===== src/rtl/store_buffer.sv =====
// store_buffer: lane-inserting store FIFO that drains committed stores to the
// data-memory write port over a req/ack handshake.
module store_buffer #(
    parameter int DEPTH = 4,
    parameter int PTR_W = 2
) (
    input  logic             clk,
    input  logic             rst,
    input  logic             clk_en,
    input  logic             enq_valid,
    input  logic             bubble_in,
    input  logic [7:0]       exc_in,
    input  logic [4:0]       opcode,
    input  logic [31:0]      addr,
    input  logic [31:0]      data,
    output logic             enq_ready,
    input  logic [31:0]      ld_addr,
    output logic             ld_hit,
    output logic             mem_req,
    input  logic             mem_ack,
    output logic [31:0]      mem_addr,
    output logic [31:0]      mem_wdata,
    output logic [3:0]       mem_be,
    output logic             empty,
    output logic [PTR_W:0]   count
);
    typedef enum logic {IDLE, REQ} state_t;
    state_t state;
    logic [29:0] q_addr [DEPTH];
    logic [31:0] q_data [DEPTH];
    logic [3:0]  q_be   [DEPTH];
    logic [DEPTH-1:0] vld;
    logic [PTR_W-1:0] rd_ptr, wr_ptr, nxt_ptr;
    logic [1:0]  o;
    logic        is_word, is_half, is_byte, enq, pop;
    logic [31:0] ins_data;
    logic [3:0]  ins_be;
    logic        unused_ok;

    assign o         = addr[1:0];
    assign is_word   = opcode >= 5'd3 && opcode <= 5'd5;
    assign is_half   = opcode >= 5'd6 && opcode <= 5'd8;
    assign is_byte   = opcode >= 5'd9 && opcode <= 5'd11;
    assign enq_ready = count != (PTR_W+1)'(DEPTH);
    assign empty     = count == '0;
    assign enq       = enq_valid && clk_en && !bubble_in && exc_in == 8'h0 &&
                       (is_word || is_half || is_byte) && enq_ready;
    assign pop       = state == REQ && mem_ack;
    assign nxt_ptr   = rd_ptr + 1'b1;
    assign unused_ok = ^ld_addr[1:0];

    assign ins_be   = is_word ? 4'b1111 :
                      is_half ? (o == 2'd0 ? 4'b0011 : o == 2'd1 ? 4'b0110 : 4'b1100) :
                      4'b0001 << o;
    assign ins_data = is_word ? data :
                      is_half ? (o == 2'd0 ? {16'h0, data[15:0]} :
                                 o == 2'd1 ? {8'h0, data[15:0], 8'h0} : {data[15:0], 16'h0}) :
                      {24'h0, data[7:0]} << {o, 3'b000};

    // Live entries are tracked per slot so the word-match needs no pointer arithmetic.
    always_comb begin
        ld_hit = 1'b0;
        for (int i = 0; i < DEPTH; i++)
            ld_hit = ld_hit | (vld[i] && q_addr[i] == ld_addr[31:2]);
    end

    always_ff @(posedge clk)
        if (enq) begin
            q_addr[wr_ptr] <= addr[31:2];
            q_data[wr_ptr] <= ins_data;
            q_be[wr_ptr]   <= ins_be;
        end

    always_ff @(posedge clk) begin
        if (rst) begin
            state     <= IDLE;
            mem_req   <= 1'b0;
            mem_addr  <= '0;
            mem_wdata <= '0;
            mem_be    <= '0;
            rd_ptr    <= '0;
            wr_ptr    <= '0;
            count     <= '0;
            vld       <= '0;
        end else begin
            count <= count + (PTR_W+1)'(enq) - (PTR_W+1)'(pop);
            vld   <= (vld | (DEPTH'(enq) << wr_ptr)) & ~(DEPTH'(pop) << rd_ptr);
            if (enq)
                wr_ptr <= wr_ptr + 1'b1;
            if (state == IDLE) begin
                if (count != '0) begin
                    state     <= REQ;
                    mem_req   <= 1'b1;
                    mem_addr  <= {q_addr[rd_ptr], 2'b00};
                    mem_wdata <= q_data[rd_ptr];
                    mem_be    <= q_be[rd_ptr];
                end
            end else if (mem_ack) begin
                rd_ptr <= nxt_ptr;
                // With one entry left, a same-cycle enqueue becomes the next head directly.
                if (count > (PTR_W+1)'(1)) begin
                    mem_addr  <= {q_addr[nxt_ptr], 2'b00};
                    mem_wdata <= q_data[nxt_ptr];
                    mem_be    <= q_be[nxt_ptr];
                end else if (enq) begin
                    mem_addr  <= {addr[31:2], 2'b00};
                    mem_wdata <= ins_data;
                    mem_be    <= ins_be;
                end else begin
                    state   <= IDLE;
                    mem_req <= 1'b0;
                end
            end
        end
    end
endmodule

===== config.mk =====
export PLATFORM = sky130hd
export DESIGN_NAME = store_buffer
export DESIGN_NICKNAME = d
export VERILOG_FILES = /design/src/rtl/store_buffer.sv
export SDC_FILE = /design/constraint.sdc
export NUM_CORES = 1
export LEC_CHECK = 0
export CAP_MARGIN = 20
export CORE_ASPECT_RATIO = 2
export CORE_UTILIZATION = 35
export CTS_BUF_LIST = sky130_fd_sc_hd__clkbuf_4 sky130_fd_sc_hd__clkbuf_8
export DETAILED_ROUTE_END_ITERATION = 10
export SYNTH_ARGS = -nofsm -noshare
export SYNTH_HDL_FRONTEND = slang
export SYNTH_SLANG_ARGS = --single-unit
export TNS_END_PERCENT = 5

===== constraint.sdc =====
create_clock -name clk -period 3.5 [get_ports clk]
set_input_delay 0.525 -clock clk [delete_from_list [all_inputs] [get_ports clk]]
set_output_delay 0.525 -clock clk [all_outputs]
set_load 0.005 [all_outputs]

==> run summary, run 1 <==
The run finished with clean final reports. The estimated wirelength of the detail-placed design came out at 42700 um. The post-layout minimum cycle time is 3360 ps. The async set-reset flop share out of synthesis is 0. The number of sinks on the clock net came out at 345.

The startpoint class of the critical path is a flop. The die is 162 um wide. 190 I/O pins were placed. In this run, synthesis inferred 264 flip-flops with an integrated enable.

In this run the worst hold path is classified as in -> reg. The worst setup skew after layout came out at 30.5 ps. In the routed design, unresolved DRC markers number 0. Of the post-synthesis cell area, the dominant cell type holds 0.442. The headroom to the max-slew limit came out at 0.391. The number of distinct standard cells referenced by the synthesized netlist is 64.

The synthesized cell area is 17900 um^2. The number of endpoints with negative hold slack in the final report is 0. The number of nets in the final layout came out at 1641. For this block, the initial DRC count from the detailed router was 917. Setup repair after global routing left no endpoint under its margin. Of the total power, the share spent switching nets is 0.339. The biggest area contributor in the post-synthesis netlist is sky130_fd_sc_hd__edfxtp_1. The later pin in the worst-skew pair is clocked with a latency of 630 ps. The total overflow reported by the global router is 0. Along the worst path, the maximum fanout reaches 3.

The count of final max-slew check failures came out at 0. Internal power comes to 8.97 mW. The wire length reported by the detailed router is 60700 um. Dividing total power by cell area gives a power density of 616 nW/um^2. The worst setup path is captured at an output pin.

The post-route antenna net violation count came out at 0. Of the total power, combinational logic draws 0.368. The critical path arrival came out at 2840 ps. Across the run, the number of max-cap violations was 0.

The final worst setup slack is 135 ps. Yosys attributes the largest share of cell area to sky130_fd_sc_hd__edfxtp_1 (44%), sky130_fd_sc_hd__mux4_2 (17%), sky130_fd_sc_hd__dfxtp_1 (9.1%). The post-synthesis register bit count is 345. The number of instances in the synthesized netlist is 1306. The final core area utilization is 0.435. For this design the total switching power over the nets is 4.59 mW.

Of the synthesized area, sequential elements account for 0.533. The first-pass GRT wire length came out at 88600 um. The cts-stage hold buffer count is 0. The clock buffer count from CTS is 53. The final setup TNS is 0 ps. The largest net degree at the start of global routing is 61. The site row count is 117. In this run the register-to-register setup slack is 870 ps. The worst-margin pin slew is 908 ps.

Dividing the final minimum period by the clock period gives 0.961. Clock tree synthesis selected as its root buffer the cell sky130_fd_sc_hd__clkbuf_8. The terminus of the critical flop-to-flop path is mem_wdata[1]$_SDFFE_PP0P_. The number of global-route vias before repair is 13538. The ratio of routed vias to standard cells came out at 5.78. The total of warnings raised by yosys is 0.

TritonCTS built the clock tree. The commonest cells after synthesis are sky130_fd_sc_hd__edfxtp_1 (264), sky130_fd_sc_hd__mux4_2 (132), sky130_fd_sc_hd__nand2_1 (83). The required time at the worst-slack endpoint came out at 2970 ps. The maximum operating frequency came out at 297 MHz. The layout cell share with drive strength beyond 1 is 0.207.

The die covers 52200 um^2. The starting density of the core is 0.354. The chip height came out at 322 um. Across every metal layer, demand over resource in global routing totals 0.235. In this run the worst setup path begins at q_addr[3][13]$_DFFE_PP_. The worst setup path is of the reg -> out kind. The worst-case setup slack after placement came out at 2.36 ps.

The core region is 50700 um^2. The leakage power is 7.15 nW. In the synthesized netlist the dominant register cell turns out to be sky130_fd_sc_hd__edfxtp_1.

The routed wire length per instance is 27.4 um. The startpoint identified for the worst register-to-register timing path is count[1]$_SDFF_PP0_. The total number of vias came out at 12804.

Across the VDD grid, the largest voltage drop is 473 uV. The number of detailed-routing iterations run before antenna repair is 5. Among all cell types in the netlist, the one instantiated most often is sky130_fd_sc_hd__edfxtp_1. The H-tree depth came out at 2.

The part of the power in the clock network came out at 0.257. The part of the total power dissipated in sequential elements is 0.374. The number of antenna violations at the first check in global routing came out at 6. The clock transition at the registers of the reported paths came out at 70 ps. Setup violations remaining at the end of the flow were counted as 0.

Measured in cells, the most critical reg-to-reg path has a length of 9. The number of port buffers came out at 185. The number of buffers between clock root and the deepest sink is 3. The synthesized area per cell is 13.7 um^2.

The final estimated routing congestion in global placement is 0.961. The layout filler cell count came out at 4768. The critical path ends at ld_hit. The area growth from synthesis to layout is 22.9%.
## critical path, stage by stage (launching register included)
cell                              delay, ps
sky130_fd_sc_hd__edfxtp_1               430
sky130_fd_sc_hd__xnor2_1                330
sky130_fd_sc_hd__nand4_1                330
sky130_fd_sc_hd__nor4_1                 360
sky130_fd_sc_hd__nand4_1                120
sky130_fd_sc_hd__nand4_1                130
sky130_fd_sc_hd__clkdlybuf4s50_1        520
## sequential cells by signal, indices dropped and copies added, names as in the netlist, named ones only
register	flops
q_data	128
q_addr	120
mem_wdata	32
mem_addr	30
q_be	16
mem_be	4
vld	4
count	3
rd_ptr	2
wr_ptr	2
mem_req	1
state	1
## metrics by stage
step / cells / hold WS (ps) / power [mW] / instance area [um^2]
global placement: 2113 / 440 / 10.2 / 20900
finish: 2216 / 360 / 13.6 / 22000
detailed placement: 2113 / 445 / 10.2 / 20900
floorplan: 1307 / 448 / 7.88 / 17900
CTS: 2212 / 314 / 13.8 / 22000
global route: 2216 / 349 / 14.3 / 22000
## worst min path at each step
stage / start / to / slack [ps] / depth (start not counted)
2_1_floorplan: mem_addr[10]$_SDFFE_PP0P_ / mem_addr[10]$_SDFFE_PP0P_ / 450 / 2
3_3_place_gp: mem_addr[12]$_SDFFE_PP0P_ / mem_addr[12]$_SDFFE_PP0P_ / 440 / 2
3_5_place_dp: mem_addr[8]$_SDFFE_PP0P_ / mem_addr[8]$_SDFFE_PP0P_ / 440 / 2
4_1_cts: rst / mem_addr[12]$_SDFFE_PP0P_ / 310 / 2
5_1_grt: rst / mem_addr[12]$_SDFFE_PP0P_ / 350 / 2
6_report: rst / mem_addr[12]$_SDFFE_PP0P_ / 360 / 2
## cell type report
type | count | area, um^2 | area share
sequential | 345 | 9560 | 0.434
multi-input combinational | 837 | 7850 | 0.356
clock inverter | 30 | 219 | 0.00994
antenna | 3 | 7.51 | 0.000341
inverter | 14 | 52.6 | 0.00239
tap | 654 | 818 | 0.0372
timing repair buffer | 264 | 2660 | 0.121
clock buffer | 69 | 856 | 0.0389
## kinds of logic (layout without fill, tap and decap cells)
group,Yosys count,count (layout),synth area share
DFF,345,345,0.533
buffers and inverters,125,377,0.0323
adders and majority gates,11,11,0.00810
muxes,162,162,0.183
and+or+nand+nor,280,280,0.0790
AOI/OAI and AO/OA,258,258,0.104
xor gates and xnor gates,124,124,0.0606
other,1,5,0.000209
## cell usage in the layout, fill, tap and decap left out, types with 31 or more instances in the layout
cell type	instances
sky130_fd_sc_hd__a21oi_1	65
sky130_fd_sc_hd__xor2_1	45
sky130_fd_sc_hd__nor2_1	75
sky130_fd_sc_hd__clkbuf_8	54
sky130_fd_sc_hd__edfxtp_1	264
sky130_fd_sc_hd__dfxtp_1	76
sky130_fd_sc_hd__a211o_1	31
sky130_fd_sc_hd__xnor2_1	78
sky130_fd_sc_hd__nand2_1	83
sky130_fd_sc_hd__buf_4	63
sky130_fd_sc_hd__clkdlybuf4s50_1	184
sky130_fd_sc_hd__mux4_2	132
## power groups by stage
stage / clock, mW / combinational, mW / sequential (mW)
final: 3.49 / 5.00 / 5.08
after global routing: 3.75 / 5.38 / 5.14
after CTS: 3.59 / 5.07 / 5.09
after detailed placement: 0 / 5.04 / 5.18
after global placement: 0 / 5.01 / 5.17
after floorplan: 0 / 2.85 / 5.03
## per-layer routing
metal,vias to the layer above,share of wire,track usage
li1,5594,-,-
met1,6501,0.34,0.247
met2,554,0.53,0.430
met3,151,0.055,0.0323
met4,4,0.070,0.158
met5,-,0.00046,0
## timing repair
| action | CTS | global route |
|---|---|---|
| pin swaps | 0 | 1 |
| setup endpoints to repair | 1 | 1 |
| resized for setup | 2 | 2 |
| buffers inserted | 0 | 1 |
Note: power is estimated with default switching activity, not from simulation.
==> run 2: changes to the inputs <==
- CAP_MARGIN: 20 -> 10
==> results of run 2 <==
No change in the layout: final DEF, timing and power equal those of run 1.
==> run 3: changes to the inputs <==
- PLACE_DENSITY: not set -> 0.68
==> run summary, run 3 (synthesis gave the netlist of run 1 again) <==
The number of nets in the final layout was 1640 (-0.061%). The maximum single-stage delay on the critical path came out at 540 ps (+20 ps). The total power divided by cell area came to 618 nW/um^2 (+0.38%). The count of placed standard cells in the final layout, fillers left out is 2217 (+0.045%).

The clock transition at the registers of the reported paths is 70 ps (about the same). The number of antenna violations at the first check in global routing is 10 (+4). The final estimated routing congestion in global placement is 0.958 (-0.33%). The largest net degree at the start of global routing is 61 (unchanged). The count of final setup violators is 0 (unchanged). The clock buffer count from CTS is 52 (-1.9%). The endpoint class of the critical path is an output pin. The area enclosed by the die boundary came out at 52200 um^2 (unchanged). The critical path arrival is 2800 ps (-40 ps).

The worst-margin pin slew is 952 ps (+43.9 ps). The critical path goes through clkdlybuf4s50_1, xnor2_1, nand4_1, nor4_1, nand4_1, nand4_1, clkdlybuf4s50_1. The required time at the worst-slack endpoint was 2970 ps (about the same). The worst hold path belongs to the class in -> reg. The layout cell share with drive strength beyond 1 is 0.211 (+0.00398). The ratio of routed vias to standard cells is 5.79 (+0.19%). The run finished with clean final reports. The headroom to the max-slew limit came to 0.361 (-0.0295). The area overhead of the layout relative to synthesis came out at 23.4%. The post-route total power is 13.7 mW (+0.79%). The number of sinks on the clock net was 345 (unchanged). The post-route antenna net violation count was 0 (unchanged). The largest registers in the layout are q_data: 128 flops, q_addr: 120 flops, mem_wdata: 32 flops. Setup repair after global routing left no endpoint under its margin.

The worst-case setup slack after placement is 70.2 ps (+67.8 ps). The met2 capacity usage during global routing came to 0.437 (+0.00706). The total number of vias is 12834 (+0.23%).

The count of buffering cells on the critical path with inverters included came out at 2 (+1). The global-route track usage on met3 is 0.0393 (+0.00695). The area of the core came out at 50700 um^2 (unchanged).

The number of top-level pins came out at 190 (unchanged). The cts-stage hold buffer count is 0 (unchanged). The clock tree from TritonCTS is yes. The site row count came to 117 (unchanged). The tightest hold margin is 398 ps (+38.7 ps). The worst setup skew after layout is 39.2 ps (+8.70 ps). The number of placed instances with taps included came out at 2114 (+0.047%). The post-CTS setup buffer count came to 0 (unchanged). The die width is 162 um (unchanged). The final worst setup slack came to 173 ps (+37.9 ps). The worst-case vdd ir drop came out at 399 uV (-16%). The total overflow reported by the global router was 0 (unchanged). The H-tree depth came out at 2 (unchanged). The number of global-route vias before repair was 13507 (-0.23%).

The library cells used most frequently in the layout, excluding fill and tap cells, are sky130_fd_sc_hd__edfxtp_1 (264), sky130_fd_sc_hd__clkdlybuf4s50_1 (184), sky130_fd_sc_hd__mux4_2 (132). The maximum operating frequency came out at 301 MHz (+1.1%). The layout filler cell count is 4657 (-2.3%).

The final instance area is 22100 um^2 (+0.42%). The final period utilization is 0.951 (-0.0108). The class of the most critical setup path is in -> out. The flip-flop count of the largest register after layout is 128 (unchanged). The cell sitting at the root of the clock tree is a sky130_fd_sc_hd__clkbuf_8. The routed wire length per instance is 27.3 um (-0.45%). The count of final max-slew check failures came out at 0 (unchanged). The number of detailed-routing iterations run before antenna repair came to 5 (unchanged).

In this design, the critical path's most frequently occurring cell is sky130_fd_sc_hd__nand4_1. The wire length reported by the detailed router is 60500 um (-0.40%). The number of endpoints with negative hold slack in the final report came out at 0 (unchanged). The number of cells on the worst hold path is 2 (unchanged). The post-layout minimum cycle time is 3330 ps (-37.9 ps). STA classifies the critical path startpoint as an input port. The number of buffers between clock root and the deepest sink came out at 3 (unchanged). The total number of cells along the worst setup path came to 7 (+1).

The slowest stage cell on the critical path is sky130_fd_sc_hd__clkdlybuf4s50_1. The family of cells with the greatest summed delay on the critical path is buffers and inverters. The chip height is 322 um (unchanged). The final core area utilization is 0.437 (+0.00180). The first-pass GRT wire length is 87900 um (-0.82%). The violation count after the first detailed-route iteration came out at 1043 (+14%).

The standard cell area after detailed placement was 20900 um^2 (+0.16%). The leakage power came out at 7.18 nW (+0.33%). The met1 routing resource usage after global routing came out at 0.230 (-0.0168).

The number of max-capacitance violations reported is 0 (unchanged). The post-detailed-route DRC marker count is 0 (unchanged). The final setup TNS came to 0 ps (unchanged).

The register with the most flip-flops in the final layout is q_data. The global routing stage identified its most utilized layer as met2. The later-pin clock latency in the skew report is 640 ps (about the same). The number of resized instances in the post-cts repair step came to 0 (-2). The number of port buffers was 185 (unchanged). The library cell used most frequently in the layout, excluding fill and tap cells, is sky130_fd_sc_hd__edfxtp_1.

The estimated wirelength of the detail-placed design is 43300 um (+1.4%). The highest net fanout along the worst path is 4 (+1). The aggregate global-route resource usage is 0.233 (-0.00179). The starting density of the core is 0.354 (unchanged). The logic depth of the worst register-to-register path is 9 (unchanged).
## run 3: cell count changes in the layout (fill, tap and decap cells not counted), moves of 2 or more
cell	before	now
sky130_fd_sc_hd__buf_4	63	61
sky130_fd_sc_hd__clkinvlp_4	2	5
sky130_fd_sc_hd__nor4_1	23	25
sky130_fd_sc_hd__bufinv_16	3	5
sky130_fd_sc_hd__diode_2	3	5
sky130_fd_sc_hd__clkbuf_8	54	56
sky130_fd_sc_hd__inv_6	0	3
sky130_fd_sc_hd__clkinv_1	15	5
sky130_fd_sc_hd__buf_12	17	19
## run 3: power by group
group          switching, mW  internal, mW  total (mW)
logic                   2.59          2.31        4.89
clock network           1.66          2.04        3.70
registers              0.319          4.76        5.08
## run 3: final timing paths
path                              from                         end  slack [ps]
max                        ld_addr[27]                      ld_hit         170
min reg2reg  mem_addr[12]$_SDFFE_PP0P_   mem_addr[12]$_SDFFE_PP0P_         450
max reg2reg        count[1]$_SDFF_PP0_   mem_wdata[7]$_SDFFE_PP0P_         900
min                                rst  mem_wdata[13]$_SDFFE_PP0P_         400
## run 3: final cells by class
type	count	area, um^2	area share
antenna	5	12.5	0.000566
clock buffer	72	891	0.0403
clock inverter	26	274	0.0124
inverter	14	52.6	0.00238
multi-input combinational	837	7820	0.354
sequential	345	9560	0.433
tap	654	818	0.0370
timing repair buffer	264	2680	0.121
## run 3: routing by layer
| metal | part of all wire | vias to the layer above |
|---|---|---|
| li1 | - | 5579 |
| met1 | 0.33 | 6524 |
| met2 | 0.54 | 558 |
| met3 | 0.057 | 163 |
| met4 | 0.068 | 10 |
| met5 | 0.0010 | - |
